$ cat src/rtl/obstacle_pkg.sv
// Shared obstacle definitions: code width, default phase lengths and the
// runner FSM state encoding, used by the sequencer, renderers and runner.
package obstacle_pkg;

  localparam int OBS_NUM_BITS     = 3;
  localparam int OBS_CNT_W        = 10;
  localparam int OBS_WARN_FRAMES  = 30;
  localparam int OBS_ACTIVE_BASE  = 120;
  localparam int OBS_ACTIVE_STEP  = 15;
  localparam int OBS_GAP_FRAMES   = 10;
  localparam int OBS_STATE_W      = 3;

  typedef logic [OBS_NUM_BITS-1:0] obs_code_t;

  localparam logic [2:0] ST_IDLE      = 3'd0;
  localparam logic [2:0] ST_WARN      = 3'd1;
  localparam logic [2:0] ST_ACTIVE    = 3'd2;
  localparam logic [2:0] ST_GAP       = 3'd3;
  localparam logic [2:0] ST_DONE      = 3'd4;
  localparam logic [2:0] ST_WAIT_CODE = 3'd5;

endpackage

$ cat src/rtl/obstacle_runner_if.sv
// Sequencer <-> runner signals; the runner sits on the slave modport.
interface obstacle_runner_if
  import obstacle_pkg::*;
#(
  parameter int NUM_BITS = OBS_NUM_BITS,
  parameter int CNT_W    = OBS_CNT_W
);
  // code_valid is a one-cycle strobe with no ready: it is taken only when the
  // runner is in WAIT_CODE, and any other arrival sets the sticky protocol_err.
  logic                frame_tick;
  logic                play_selected;
  logic                code_valid;
  logic [NUM_BITS-1:0] obstacle_code_in;
  logic                done;
  logic [NUM_BITS-1:0] code_out;
  logic                warn;
  logic                active;
  logic [CNT_W-1:0]    progress;
  logic                protocol_err;
  logic [2:0]          state_dbg;

  modport master (
    output frame_tick, play_selected, code_valid, obstacle_code_in,
    input  done, code_out, warn, active, progress, protocol_err, state_dbg
  );

  modport slave (
    input  frame_tick, play_selected, code_valid, obstacle_code_in,
    output done, code_out, warn, active, progress, protocol_err, state_dbg
  );
endinterface

$ cat src/rtl/obstacle_phase_timer.sv
// Frame counter for one obstacle phase: cleared by the FSM, advanced by
// frame_tick, flags the tick on which the terminal count is reached.
module obstacle_phase_timer #(
  parameter int CNT_W  = 10,
  parameter int TERM_W = 13
) (
  input  logic              clk,
  input  logic              rst,
  input  logic              clr,
  input  logic              en,
  input  logic              tick,
  input  logic [TERM_W-1:0] term,
  output logic [CNT_W-1:0]  cnt,
  output logic              last
);
  logic [CNT_W-1:0] cnt_q, cnt_d;

  always_comb begin
    cnt_d = cnt_q;
    if (clr)
      cnt_d = '0;
    else if (en && tick)
      cnt_d = cnt_q + CNT_W'(1);
  end

  always_ff @(posedge clk) begin
    if (rst) cnt_q <= '0;
    else     cnt_q <= cnt_d;
  end

  assign cnt  = cnt_q;
  assign last = en && tick && (TERM_W'(cnt_q) == term);
endmodule

$ cat src/rtl/obstacle_runner.sv
// Plays one obstacle code through WARN / ACTIVE / GAP frame phases and
// answers the sequencer with a single-cycle done pulse.
module obstacle_runner
  import obstacle_pkg::*;
#(
  parameter int NUM_BITS    = OBS_NUM_BITS,
  parameter int CNT_W       = OBS_CNT_W,
  parameter int WARN_FRAMES = OBS_WARN_FRAMES,
  parameter int ACTIVE_BASE = OBS_ACTIVE_BASE,
  parameter int ACTIVE_STEP = OBS_ACTIVE_STEP,
  parameter int GAP_FRAMES  = OBS_GAP_FRAMES
) (
  input  logic              clk,
  input  logic              rst,
  obstacle_runner_if.slave  bus
);
  localparam int TW = CNT_W + NUM_BITS;

  logic [2:0]          state_q, state_d;
  logic [NUM_BITS-1:0] code_q, code_d;
  logic [TW-1:0]       dur_m1_q, dur_m1_d;
  logic                play_prev_q;
  logic                err_q, err_d;
  logic                warn_q, warn_d;
  logic                active_q, active_d;
  logic                done_q, done_d;
  logic                in_phase, t_clr, t_last;
  logic [TW-1:0]       t_term;
  logic [CNT_W-1:0]    t_cnt;

  // Last ACTIVE count, kept at full width so large codes never wrap.
  function automatic logic [TW-1:0] active_last(input logic [NUM_BITS-1:0] code);
    return TW'(ACTIVE_BASE) + TW'(ACTIVE_STEP) * TW'(code) - TW'(1);
  endfunction

  assign in_phase = (state_q == ST_WARN) || (state_q == ST_ACTIVE) || (state_q == ST_GAP);

  always_comb begin
    t_term = '0;
    case (state_q)
      ST_WARN:   t_term = TW'(WARN_FRAMES - 1);
      ST_ACTIVE: t_term = dur_m1_q;
      ST_GAP:    t_term = TW'(GAP_FRAMES - 1);
      default:   t_term = '0;
    endcase
  end

  always_comb begin
    state_d  = state_q;
    code_d   = code_q;
    dur_m1_d = dur_m1_q;
    err_d    = err_q;
    if (!bus.play_selected) begin
      state_d = ST_IDLE;
      code_d  = '0;
      err_d   = 1'b0;
    end else begin
      if (bus.code_valid && (state_q != ST_WAIT_CODE))
        err_d = 1'b1;
      case (state_q)
        ST_IDLE: if (!play_prev_q) begin
          code_d   = bus.obstacle_code_in;
          dur_m1_d = active_last(bus.obstacle_code_in);
          state_d  = ST_WARN;
        end
        ST_WARN:   if (t_last) state_d = ST_ACTIVE;
        ST_ACTIVE: if (t_last) state_d = ST_GAP;
        ST_GAP:    if (t_last) state_d = ST_DONE;
        ST_DONE:   state_d = ST_WAIT_CODE;
        ST_WAIT_CODE: if (bus.code_valid) begin
          code_d   = bus.obstacle_code_in;
          dur_m1_d = active_last(bus.obstacle_code_in);
          state_d  = ST_WARN;
        end
        default: state_d = ST_IDLE;
      endcase
    end
    // Any phase change (including entry) drops the tick of that cycle.
    t_clr    = (state_d != state_q) || !in_phase;
    warn_d   = (state_d == ST_WARN);
    active_d = (state_d == ST_ACTIVE);
    done_d   = (state_d == ST_DONE);
  end

  obstacle_phase_timer #(.CNT_W(CNT_W), .TERM_W(TW)) u_timer (
    .clk  (clk),
    .rst  (rst),
    .clr  (t_clr),
    .en   (in_phase),
    .tick (bus.frame_tick),
    .term (t_term),
    .cnt  (t_cnt),
    .last (t_last)
  );

  always_ff @(posedge clk) begin
    if (rst) begin
      state_q     <= ST_IDLE;
      code_q      <= '0;
      dur_m1_q    <= '0;
      play_prev_q <= 1'b0;
      err_q       <= 1'b0;
      warn_q      <= 1'b0;
      active_q    <= 1'b0;
      done_q      <= 1'b0;
    end else begin
      state_q     <= state_d;
      code_q      <= code_d;
      dur_m1_q    <= dur_m1_d;
      play_prev_q <= bus.play_selected;
      err_q       <= err_d;
      warn_q      <= warn_d;
      active_q    <= active_d;
      done_q      <= done_d;
    end
  end

  assign bus.done         = done_q;
  assign bus.code_out     = code_q;
  assign bus.warn         = warn_q;
  assign bus.active       = active_q;
  assign bus.progress     = t_cnt;
  assign bus.protocol_err = err_q;
  assign bus.state_dbg    = state_q;
endmodule

$ cat src/flat_wrapper.sv
// flat-port wrapper written by rule: the top's interface ports become plain ports
module obstacle_runner_flat import obstacle_pkg::*;
#(
  parameter int NUM_BITS    = OBS_NUM_BITS,
  parameter int CNT_W       = OBS_CNT_W,
  parameter int WARN_FRAMES = OBS_WARN_FRAMES,
  parameter int ACTIVE_BASE = OBS_ACTIVE_BASE,
  parameter int ACTIVE_STEP = OBS_ACTIVE_STEP,
  parameter int GAP_FRAMES  = OBS_GAP_FRAMES
)
  (clk, rst, bus_frame_tick, bus_play_selected, bus_code_valid, bus_obstacle_code_in, bus_done, bus_code_out, bus_warn, bus_active, bus_progress, bus_protocol_err, bus_state_dbg);
  obstacle_runner_if #(.NUM_BITS(NUM_BITS), .CNT_W(CNT_W)) bus_i ();
  input  logic clk;
  input  logic rst;
  input wire logic [$bits(bus_i.frame_tick)-1:0] bus_frame_tick;
  input wire logic [$bits(bus_i.play_selected)-1:0] bus_play_selected;
  input wire logic [$bits(bus_i.code_valid)-1:0] bus_code_valid;
  input wire logic [$bits(bus_i.obstacle_code_in)-1:0] bus_obstacle_code_in;
  output wire logic [$bits(bus_i.done)-1:0] bus_done;
  output wire logic [$bits(bus_i.code_out)-1:0] bus_code_out;
  output wire logic [$bits(bus_i.warn)-1:0] bus_warn;
  output wire logic [$bits(bus_i.active)-1:0] bus_active;
  output wire logic [$bits(bus_i.progress)-1:0] bus_progress;
  output wire logic [$bits(bus_i.protocol_err)-1:0] bus_protocol_err;
  output wire logic [$bits(bus_i.state_dbg)-1:0] bus_state_dbg;
  assign bus_i.frame_tick = bus_frame_tick;
  assign bus_i.play_selected = bus_play_selected;
  assign bus_i.code_valid = bus_code_valid;
  assign bus_i.obstacle_code_in = bus_obstacle_code_in;
  assign bus_done = bus_i.done;
  assign bus_code_out = bus_i.code_out;
  assign bus_warn = bus_i.warn;
  assign bus_active = bus_i.active;
  assign bus_progress = bus_i.progress;
  assign bus_protocol_err = bus_i.protocol_err;
  assign bus_state_dbg = bus_i.state_dbg;
  obstacle_runner #(.NUM_BITS(NUM_BITS), .CNT_W(CNT_W), .WARN_FRAMES(WARN_FRAMES), .ACTIVE_BASE(ACTIVE_BASE), .ACTIVE_STEP(ACTIVE_STEP), .GAP_FRAMES(GAP_FRAMES)) u_core (.clk(clk), .rst(rst), .bus(bus_i));
endmodule
$ cat config.mk
export PLATFORM = sky130hd
export DESIGN_NAME = obstacle_runner_flat
export DESIGN_NICKNAME = d
export VERILOG_FILES = /design/src/rtl/obstacle_pkg.sv /design/src/rtl/obstacle_runner_if.sv /design/src/rtl/obstacle_phase_timer.sv /design/src/rtl/obstacle_runner.sv /design/src/flat_wrapper.sv
export SDC_FILE = /design/constraint.sdc
export NUM_CORES = 1
export LEC_CHECK = 0
export ABC_AREA = 1
export CAP_MARGIN = 25
export CORE_UTILIZATION = 59
export DETAILED_ROUTE_END_ITERATION = 10
export HOLD_SLACK_MARGIN = 0.08
export PLACE_DENSITY_LB_ADDON = 0.25
export SYNTH_ARGS = -nofsm -noshare
export SYNTH_HDL_FRONTEND = slang
export SYNTH_SLANG_ARGS = --single-unit
$ cat constraint.sdc
create_clock -name clk -period 8.35 [get_ports clk]
set_input_delay 1.67 -clock clk [delete_from_list [all_inputs] [get_ports clk]]
set_output_delay 1.67 -clock clk [all_outputs]
set_load 0.005 [all_outputs]
==> flow_summary_export.csv, run 1 <==
group,metric,value,unit
grt,antenna_found_initial,0,
floorplanning,ios,28,
finish,fin_area,2370,µm²
critical_path,critPathArrivalTime,4.54,ns
cts,cts_htree_levels,2,
drt,drc,0,
cts,cts.sinks,33,
critical_path,critical_path_class,"in2reg",
timing,slew_headroom,0.664,
finish,drive_gt1_frac,0.146,
synth,synth_top_cell_by_area,"dfxtp_1",
grt,grt-ovfl-total,0,
drt,drt_iter0_markers,103,
synth,syn-cell-area,1970,µm²
synth,ys_ff_latch,33,
timing,timing.hold.ws,0.460,ns
cts,cts_tree,"done",
placed_design,placed_cell_area,2260,µm²
power_and_ir_drop,peakVddDrop,0.128,mV
hold_path,hold_class,"reg2reg",
floorplanning,chipHeight,59.8,µm
drt,first_pass_iters,6,
synth,ys.flop_type,"dfxtp_1",
synth,syn_nets,285,
floorplanning,core_area,3100,µm²
finish,area.growth.synth_to_final,20.1,%
drt,vias,1776,
placed_design,routabilityCongestion,0.885,
synth,synth_cell_type_count,30,
cts,cts_buffers,5,
cts,root_buffer,"clkbuf_4",
critical_path,start_kind,"input port",
drt,ant_nets,0,
power_and_ir_drop,power.density,158,nW/µm²
critical_path,end_kind,"flip-flop",
timing,rsz0062_at_grt,"false",
finish,fin_nets,314,
floorplanning,start_util,0.635,
grt,grt_pass1_vias,1569,
power_and_ir_drop,power.leakage,1.01,nW
critical_path,required,8.57,ns
finish,layout.cells.non_filler,338,
cts,clock_path_buffers,2,
synth,synth_area_leaders,"dfxtp_1, nand2_1, nand3_1",
synth,async_flop_share,0,
grt,groute.usage.overall,0.249,
synth,avgSynthCellArea,7.46,µm²
timing,maxSlewViolCount,0,
floorplanning,die-area,3570,µm²
placed_design,dp_hpwl,3.03,mm
placed_design,pre_cts_slack,3.64,ns
drt,viasPerCell,5.25,
critical_path,rrSetupSlack,5.86,ns
timing,period_share,0.517,
cts,cts_hold_buf,0,
floorplanning,chipWidth,59.8,µm
timing,fin_crit,4.32,ns
grt,grt_max_degree,18,
synth,ys_seq_area_frac,0.335,
placed_design,numPortBuffers,27,
synth,synth.top_cell.area_share,0.335,
drt,routedWlPerCell,11.9,µm
cts,ctsResizeCount,0,
critical_path,crit_fanout,7,
floorplanning,rows,20,
timing,hold_viol,0,
cts,clk_pin_slew,0.11,ns
status,status,"completed",
timing,setup_violations,0,
timing,fin_skew,0.0184,ns
drt,totalWireLength,4.01,mm
timing,worst_pin_slew,0.503,ns
flow_run,cap_violations,0,
grt,grt_pass1_wl,6.52,mm
placed_design,dp_cells,330,
finish,insertedDiodeCount,0,
synth,syn_inst,264,
timing,fin_tns_setup,0,ns
cts,clk-insertion-delay-late,0.35,ns
timing,timing.final.ws_setup,4.03,ns
cts,post_cts.repair.setup_buffers,0,
synth,yosys_warnings,0,
timing,max_freq,232,MHz
synth,synth_edf_count,0,
-- cells in the mapped netlist (3+ instances only) --
cell type  count
nand2_2        9
or2_2          3
a21oi_1       19
dfxtp_1       33
nor3_1         4
nor2_2        10
o21ai_0        8
nor2_4         6
inv_2          3
fa_1           3
xor2_1        13
nand3_1       27
inv_1         29
nand2_1       46
nor2_1        23
ha_1          10
-- final timing paths --
kind,start,to,cells after the start
setup / recovery,bus_obstacle_code_in[1],u_core.dur_m1_q[8],12
setup reg to reg,u_core.bus.state_dbg[0],u_core.dur_m1_q[5],9
hold / removal,u_core.dur_m1_q[3],u_core.dur_m1_q[3],2
hold reg to reg,u_core.dur_m1_q[3],u_core.dur_m1_q[3],2
-- cells by family after synthesis --
logic type      after synthesis  share of synthesized area
simple gates                137                      0.350
buf+inv                      37                     0.0769
flops                        33                      0.335
compound gates               29                     0.0769
xor+xnor                     15                     0.0667
fa+ha+maj                    13                     0.0940
-- metrics by stage --
step                total power [W]   util
CTS                        0.000375  0.763
global route               0.000388  0.763
global placement           0.000224  0.729
detailed placement         0.000226  0.729
finish                     0.000373  0.763
floorplan                  0.000210      -
-- flip-flops by register name, summed over array words and instances, names as in the netlist --
| signal | cells |
|---|---|
| u_core.play_prev_q | 1 |
| u_core.bus.active | 1 |
| u_core.bus.protocol_err | 1 |
| u_core.u_timer.cnt | 10 |
| u_core.bus.done | 1 |
| u_core.bus.state_dbg | 3 |
| u_core.dur_m1_q | 12 |
| u_core.bus.warn | 1 |
| u_core.bus.code_out | 3 |
-- area by class of cell --
class / count / area [µm²]
flip-flops and latches: 33 / 661
inverters: 32 / 120
clock inverters: 3 / 65.1
repair buffers: 27 / 270
clock buffers: 5 / 37.5
well taps: 44 / 55.1
multi-input cells: 194 / 1160
fillers: 252 / 737
-- per-layer routing --
metal  part of all wire  global-route usage  vias up
li1                   -                   -      899
met3              0.049              0.0714       14
met4              0.029               0.130        0
met5                  0                   0        -
met1               0.44               0.285      817
met2               0.49               0.419       46
-- placed cells by master, fill, tap and decap left out, drive strengths merged, types with 2 or more instances in the layout --
master	n
a21oi	20
bufinv	2
clkbuf	5
clkdlybuf4s50	27
dfxtp	33
fa	3
ha	10
inv	32
nand2	56
nand3	28
nand4	2
nor2	39
nor3	5
nor4	2
o21ai	8
or2	3
xnor2	2
xor2	13
-- critical path, stage by stage --
cell and delay, ns:
clkdlybuf4s50_1 0.62, inv_1 0.16, ha_1 0.32, inv_1 0.09
fa_1 0.42, ha_1 0.22, fa_1 0.36, a21oi_1 0.16
xor2_1 0.23, nor3_1 0.11, a21oi_1 0.14, nor2_1 0.05
-- power by group --
group          leakage [nW]  switching [W]  internal, W
sequential            0.268     0.00000355     0.000163
combinational         0.682      0.0000327    0.0000230
clock                0.0552      0.0000580    0.0000927
total                  1.01      0.0000943     0.000279
No activity file was read; power rests on OpenSTA's default activity.
==> run 2: changes to the inputs <==
- CORE_UTILIZATION: 59 -> 54
- clock period: 8.35 -> 4.4 ns (I/O delays scaled with it)
==> run 2 against run 1 <==
- power is 60% higher
- core utilization shrank 8.3 points
- clock power is 16% higher
- critical endpoint unchanged
- critical path depth did not move
- first-iteration DRC count is 41% lower
- worst hold slack better by 0.00094 ns
- setup slack worse by 3.2 ns
- largest power group unchanged
==> flow_summary_export.csv, run 2 (synthesis results as in run 1) <==
group,metric,value,unit
status,status,"completed",
timing,fin_skew,0.0189,ns
drt,viasPerCell,5.10,
floorplanning,chipWidth,62.4,µm
grt,grt_max_degree,18,
grt,grt_pass1_wl,7.06,mm
timing,worst_pin_slew,0.515,ns
drt,drt_iter0_markers,61,
finish,layout.cells.non_filler,339,
placed_design,dp_hpwl,3.02,mm
cts,cts.sinks,33,
timing,maxSlewViolCount,0,
floorplanning,core_area,3420,µm²
timing,max_freq,280,MHz
grt,antenna_found_initial,0,
cts,post_cts.repair.setup_buffers,0,
drt,routedWlPerCell,11.9,µm
critical_path,start_kind,"input port",
floorplanning,rows,21,
finish,most-common-layout-cells,"nand2_1, dfxtp_1, inv_1",
power_and_ir_drop,fin_total_pwr,0.000598,W
cts,root_buffer,"clkbuf_4",
power_and_ir_drop,power.density,258,nW/µm²
cts,cts_htree_levels,2,
flow_run,cap_violations,0,
finish,drive_gt1_frac,0.140,
floorplanning,ios,28,
critical_path,end_kind,"flip-flop",
finish,area.growth.synth_to_final,17.9,%
timing,slew_headroom,0.655,
drt,drc,0,
drt,ant_nets,0,
grt,grt-ovfl-total,0,
power_and_ir_drop,peakVddDrop,0.171,mV
finish,fin_nets,314,
cts,cts_hold_buf,0,
grt,grt_pass1_vias,1671,
timing,period_share,0.812,
critical_path,crit_fanout,7,
floorplanning,die-area,3890,µm²
critical_path,critical_path_class,"in2reg",
timing,fin_crit,3.57,ns
cts,clock_path_buffers,2,
finish,largest_reg_flops,12,
cts,clk-insertion-delay-late,0.34,ns
power_and_ir_drop,power.leakage,0.982,nW
timing,rsz0062_at_grt,"false",
placed_design,numPortBuffers,27,
cts,cts_tree,"done",
floorplanning,chipHeight,62.4,µm
finish,layout_commonest_cell,"nand2_1",
drt,totalWireLength,4.02,mm
finish,top_register,"u_core.dur_m1_q",
critical_path,critPathArrivalTime,3.78,ns
grt,groute.usage.overall,0.227,
timing,hold_viol,0,
drt,vias,1730,
timing,fin_tns_setup,0,ns
floorplanning,start_util,0.577,
finish,insertedDiodeCount,0,
placed_design,routabilityCongestion,0.891,
hold_path,hold_class,"reg2reg",
drt,first_pass_iters,4,
finish,fillerInstances,305,
placed_design,dp_cells,332,
cts,cts_buffers,5,
cts,clk_pin_slew,0.10,ns
critical_path,required,4.61,ns
cts,ctsResizeCount,0,
timing,setup_violations,0,
[run 2: cell count changes in the layout (fill, tap and decap cells not counted), sizes merged]
cell / before / now
bufinv: 2 / 0
clkbuf: 5 / 7
clkinv: 1 / 0
[run 2: worst paths after layout]
check | start | end | slack [ns] | cells after the start
worst max-delay path | bus_obstacle_code_in[1] | u_core.dur_m1_q[8] | 0.83 | 12
worst min-delay path | u_core.dur_m1_q[11] | u_core.dur_m1_q[11] | 0.46 | 2
worst max register to register | u_core.bus.state_dbg[0] | u_core.dur_m1_q[5] | 1.97 | 9
worst min register to register | u_core.dur_m1_q[11] | u_core.dur_m1_q[11] | 0.46 | 2
[run 2: per-stage QoR]
stage	setup WS, ns	instance area, µm²	hold WS, ns	util
2_1_floorplan	1.41	1970	0.429	-
3_3_place_gp	0.629	2270	0.444	0.663
3_5_place_dp	0.474	2270	0.447	0.663
4_1_cts	0.844	2320	0.461	0.679
5_1_grt	0.692	2320	0.482	0.679
6_report	0.827	2320	0.461	0.679
[run 2: power breakdown]
part | total, W | internal (W) | switching (W) | leakage [nW]
clock | 0.000175 | 0.0000754 | 0.0000996 | 0.0314
combinational | 0.000107 | 0.0000437 | 0.0000631 | 0.682
sequential | 0.000316 | 0.000309 | 0.00000701 | 0.268
[run 2: per-layer routing]
metal,wire [µm],vias to the layer above,track usage,share of wire
met5,0,-,0,0
met4,50,0,0.0930,0.012
met3,150,4,0.0474,0.037
met2,1980,32,0.401,0.49
met1,1840,793,0.267,0.46
li1,-,901,-,-
[run 2: cell type report]
cell class	instances	area (µm²)	area share
Sequential cell	33	661	0.285
Clock buffer	7	55.1	0.0237
Timing Repair Buffer	27	270	0.116
Tap cell	46	57.6	0.0248
Inverter	32	120	0.0518
Multi-Input combinational cell	194	1160	0.499
[run 2: critical path, stage by stage]
cell             delay, ns
clkdlybuf4s50_1       0.63
inv_1                 0.17
ha_1                  0.32
inv_1                 0.08
fa_1                  0.42
ha_1                  0.22
fa_1                  0.36
a21oi_1               0.16
xor2_1                0.23
nor3_1                0.11
a21oi_1               0.14
nor2_1                0.05
==> run 3: changes to the inputs <==
- clock period: 4.4 -> 3.6 ns (I/O delays scaled with it)
==> run 3 against run 2 <==
- worst hold slack improved by 0.010 ns
- clock power up 69%
- core utilization increased by 2.0 points
- cell count increased by 1.8%
- flip-flop and latch count unchanged
- critical path type unchanged
- largest power group unchanged
==> flow_summary_export.csv, run 3 (synthesis results as in run 1) <==
group,metric,value,unit
status,status,"completed",
critical_path,startpoint,"bus_obstacle_code_in[1]",
critical_path,crit_fanout,4,
placed_design,routabilityCongestion,0.939,
cts,clk-insertion-delay-late,0.36,ns
timing,period_share,0.891,
grt,antenna_found_initial,0,
finish,insertedDiodeCount,0,
finish,top_register,"u_core.dur_m1_q",
floorplanning,chipWidth,62.4,µm
floorplanning,rows,21,
timing,fin_tns_setup,0,ns
drt,drt_iter0_markers,100,
flow_run,cap_violations,0,
critical_path,critical_path_class,"in2reg",
drt,drc,0,
critical_path,end_kind,"flip-flop",
finish,fillerInstances,309,
timing,maxSlewViolCount,0,
critical_path,start_kind,"input port",
cts,post_cts.repair.setup_buffers,0,
cts,ctsResizeCount,0,
floorplanning,core_area,3420,µm²
placed_design,dp_cells,337,
finish,most-common-layout-cells,"nand2_1, dfxtp_1, inv_1",
cts,cts_buffers,5,
finish,largest_reg_flops,12,
timing,fin_crit,3.21,ns
grt,grt_pass1_vias,1771,
finish,area.growth.synth_to_final,21.3,%
drt,first_pass_iters,4,
cts,root_buffer,"clkbuf_4",
cts,clk_pin_slew,0.09,ns
finish,fin_nets,319,
grt,grt_max_degree,18,
cts,cts_tree,"done",
power_and_ir_drop,power.density,341,nW/µm²
drt,ant_nets,0,
grt,grt-ovfl-total,0,
grt,groute.usage.overall,0.225,
finish,post-route-util,0.699,
finish,layout.cells.non_filler,345,
drt,viasPerCell,5.08,
critical_path,critPathArrivalTime,3.42,ns
drt,routedWlPerCell,11.5,µm
drt,vias,1752,
power_and_ir_drop,peakVddDrop,0.284,mV
floorplanning,die-area,3890,µm²
cts,clock_path_buffers,2,
hold_path,hold_class,"reg2reg",
floorplanning,ios,28,
critical_path,rr_startpoint,"u_core.bus.state_dbg[0]",
finish,layout_commonest_cell,"nand2_1",
floorplanning,start_util,0.577,
placed_design,dp_hpwl,3.01,mm
drt,totalWireLength,3.96,mm
placed_design,numPortBuffers,27,
power_and_ir_drop,power.leakage,1.02,nW
finish,fin_area,2390,µm²
floorplanning,chipHeight,62.4,µm
critical_path,required,3.82,ns
cts,cts_hold_buf,0,
timing,max_freq,312,MHz
timing,rsz0062_at_grt,"false",
hold_path,hold_start,"u_core.dur_m1_q[2]",
timing,setup_violations,0,
cts,cts_htree_levels,2,
timing,slew_headroom,0.671,
power_and_ir_drop,fin_total_pwr,0.000815,W
grt,grt_pass1_wl,7.08,mm
finish,drive_gt1_frac,0.157,
timing,hold_viol,0,
placed_design,placed_cell_area,2300,µm²
cts,cts.sinks,33,
timing,fin_skew,0.0234,ns
timing,worst_pin_slew,0.492,ns
[run 3: cell count changes in the layout (fill, tap and decap cells not counted), sizes merged]
cell | previous run | this run
buf | 0 | 5
bufinv | 0 | 1
[run 3: worst max-delay path: stages]
cell and delay [ns]:
clkdlybuf4s50_1 0.55, inv_1 0.08, ha_1 0.29, inv_1 0.08, fa_1 0.44, ha_1 0.23, fa_1 0.37, a21oi_1 0.17
xor2_1 0.21, nor3_1 0.10, a21oi_1 0.14, nor2_1 0.06
[run 3: worst paths after layout]
check | to | slack, ns | depth (start not counted)
worst min register to register | u_core.dur_m1_q[2] | 0.47 | 2
worst max register to register | u_core.dur_m1_q[5] | 1.19 | 9
worst max-delay path | u_core.dur_m1_q[8] | 0.39 | 12
worst min-delay path | u_core.dur_m1_q[2] | 0.47 | 2
[run 3: cell type report]
| type | instances | area [µm²] | area share |
|---|---|---|---|
| inverter | 32 | 120 | 0.0503 |
| clock inverter | 1 | 30.0 | 0.0126 |
| clock buffer | 7 | 55.1 | 0.0230 |
| multi-input combinational | 194 | 1160 | 0.485 |
| timing repair buffer | 32 | 308 | 0.129 |
| tap | 46 | 57.6 | 0.0241 |
| sequential | 33 | 661 | 0.277 |
[run 3: where the power goes]
part | internal (W) | switching (W) | total, W | leakage (nW)
Clock | 0.000166 | 0.000129 | 0.000295 | 0.0455
Combinational | 0.0000572 | 0.0000767 | 0.000134 | 0.706
Sequential | 0.000378 | 0.00000845 | 0.000386 | 0.268
Total | 0.000601 | 0.000214 | 0.000815 | 1.02
[run 3: per-layer routing]
layer	share of wire	track usage
met1	0.46	0.257
met4	0.012	0.0756
met5	0	0
met3	0.042	0.0511
met2	0.49	0.412
[run 3: per-stage QoR]
stage	hold WS, ns	setup slack [ns]
3_3_place_gp	0.442	0.137
4_1_cts	0.475	0.386
3_5_place_dp	0.454	0.0174
6_report	0.472	0.391
2_1_floorplan	0.429	0.773
5_1_grt	0.489	0.138
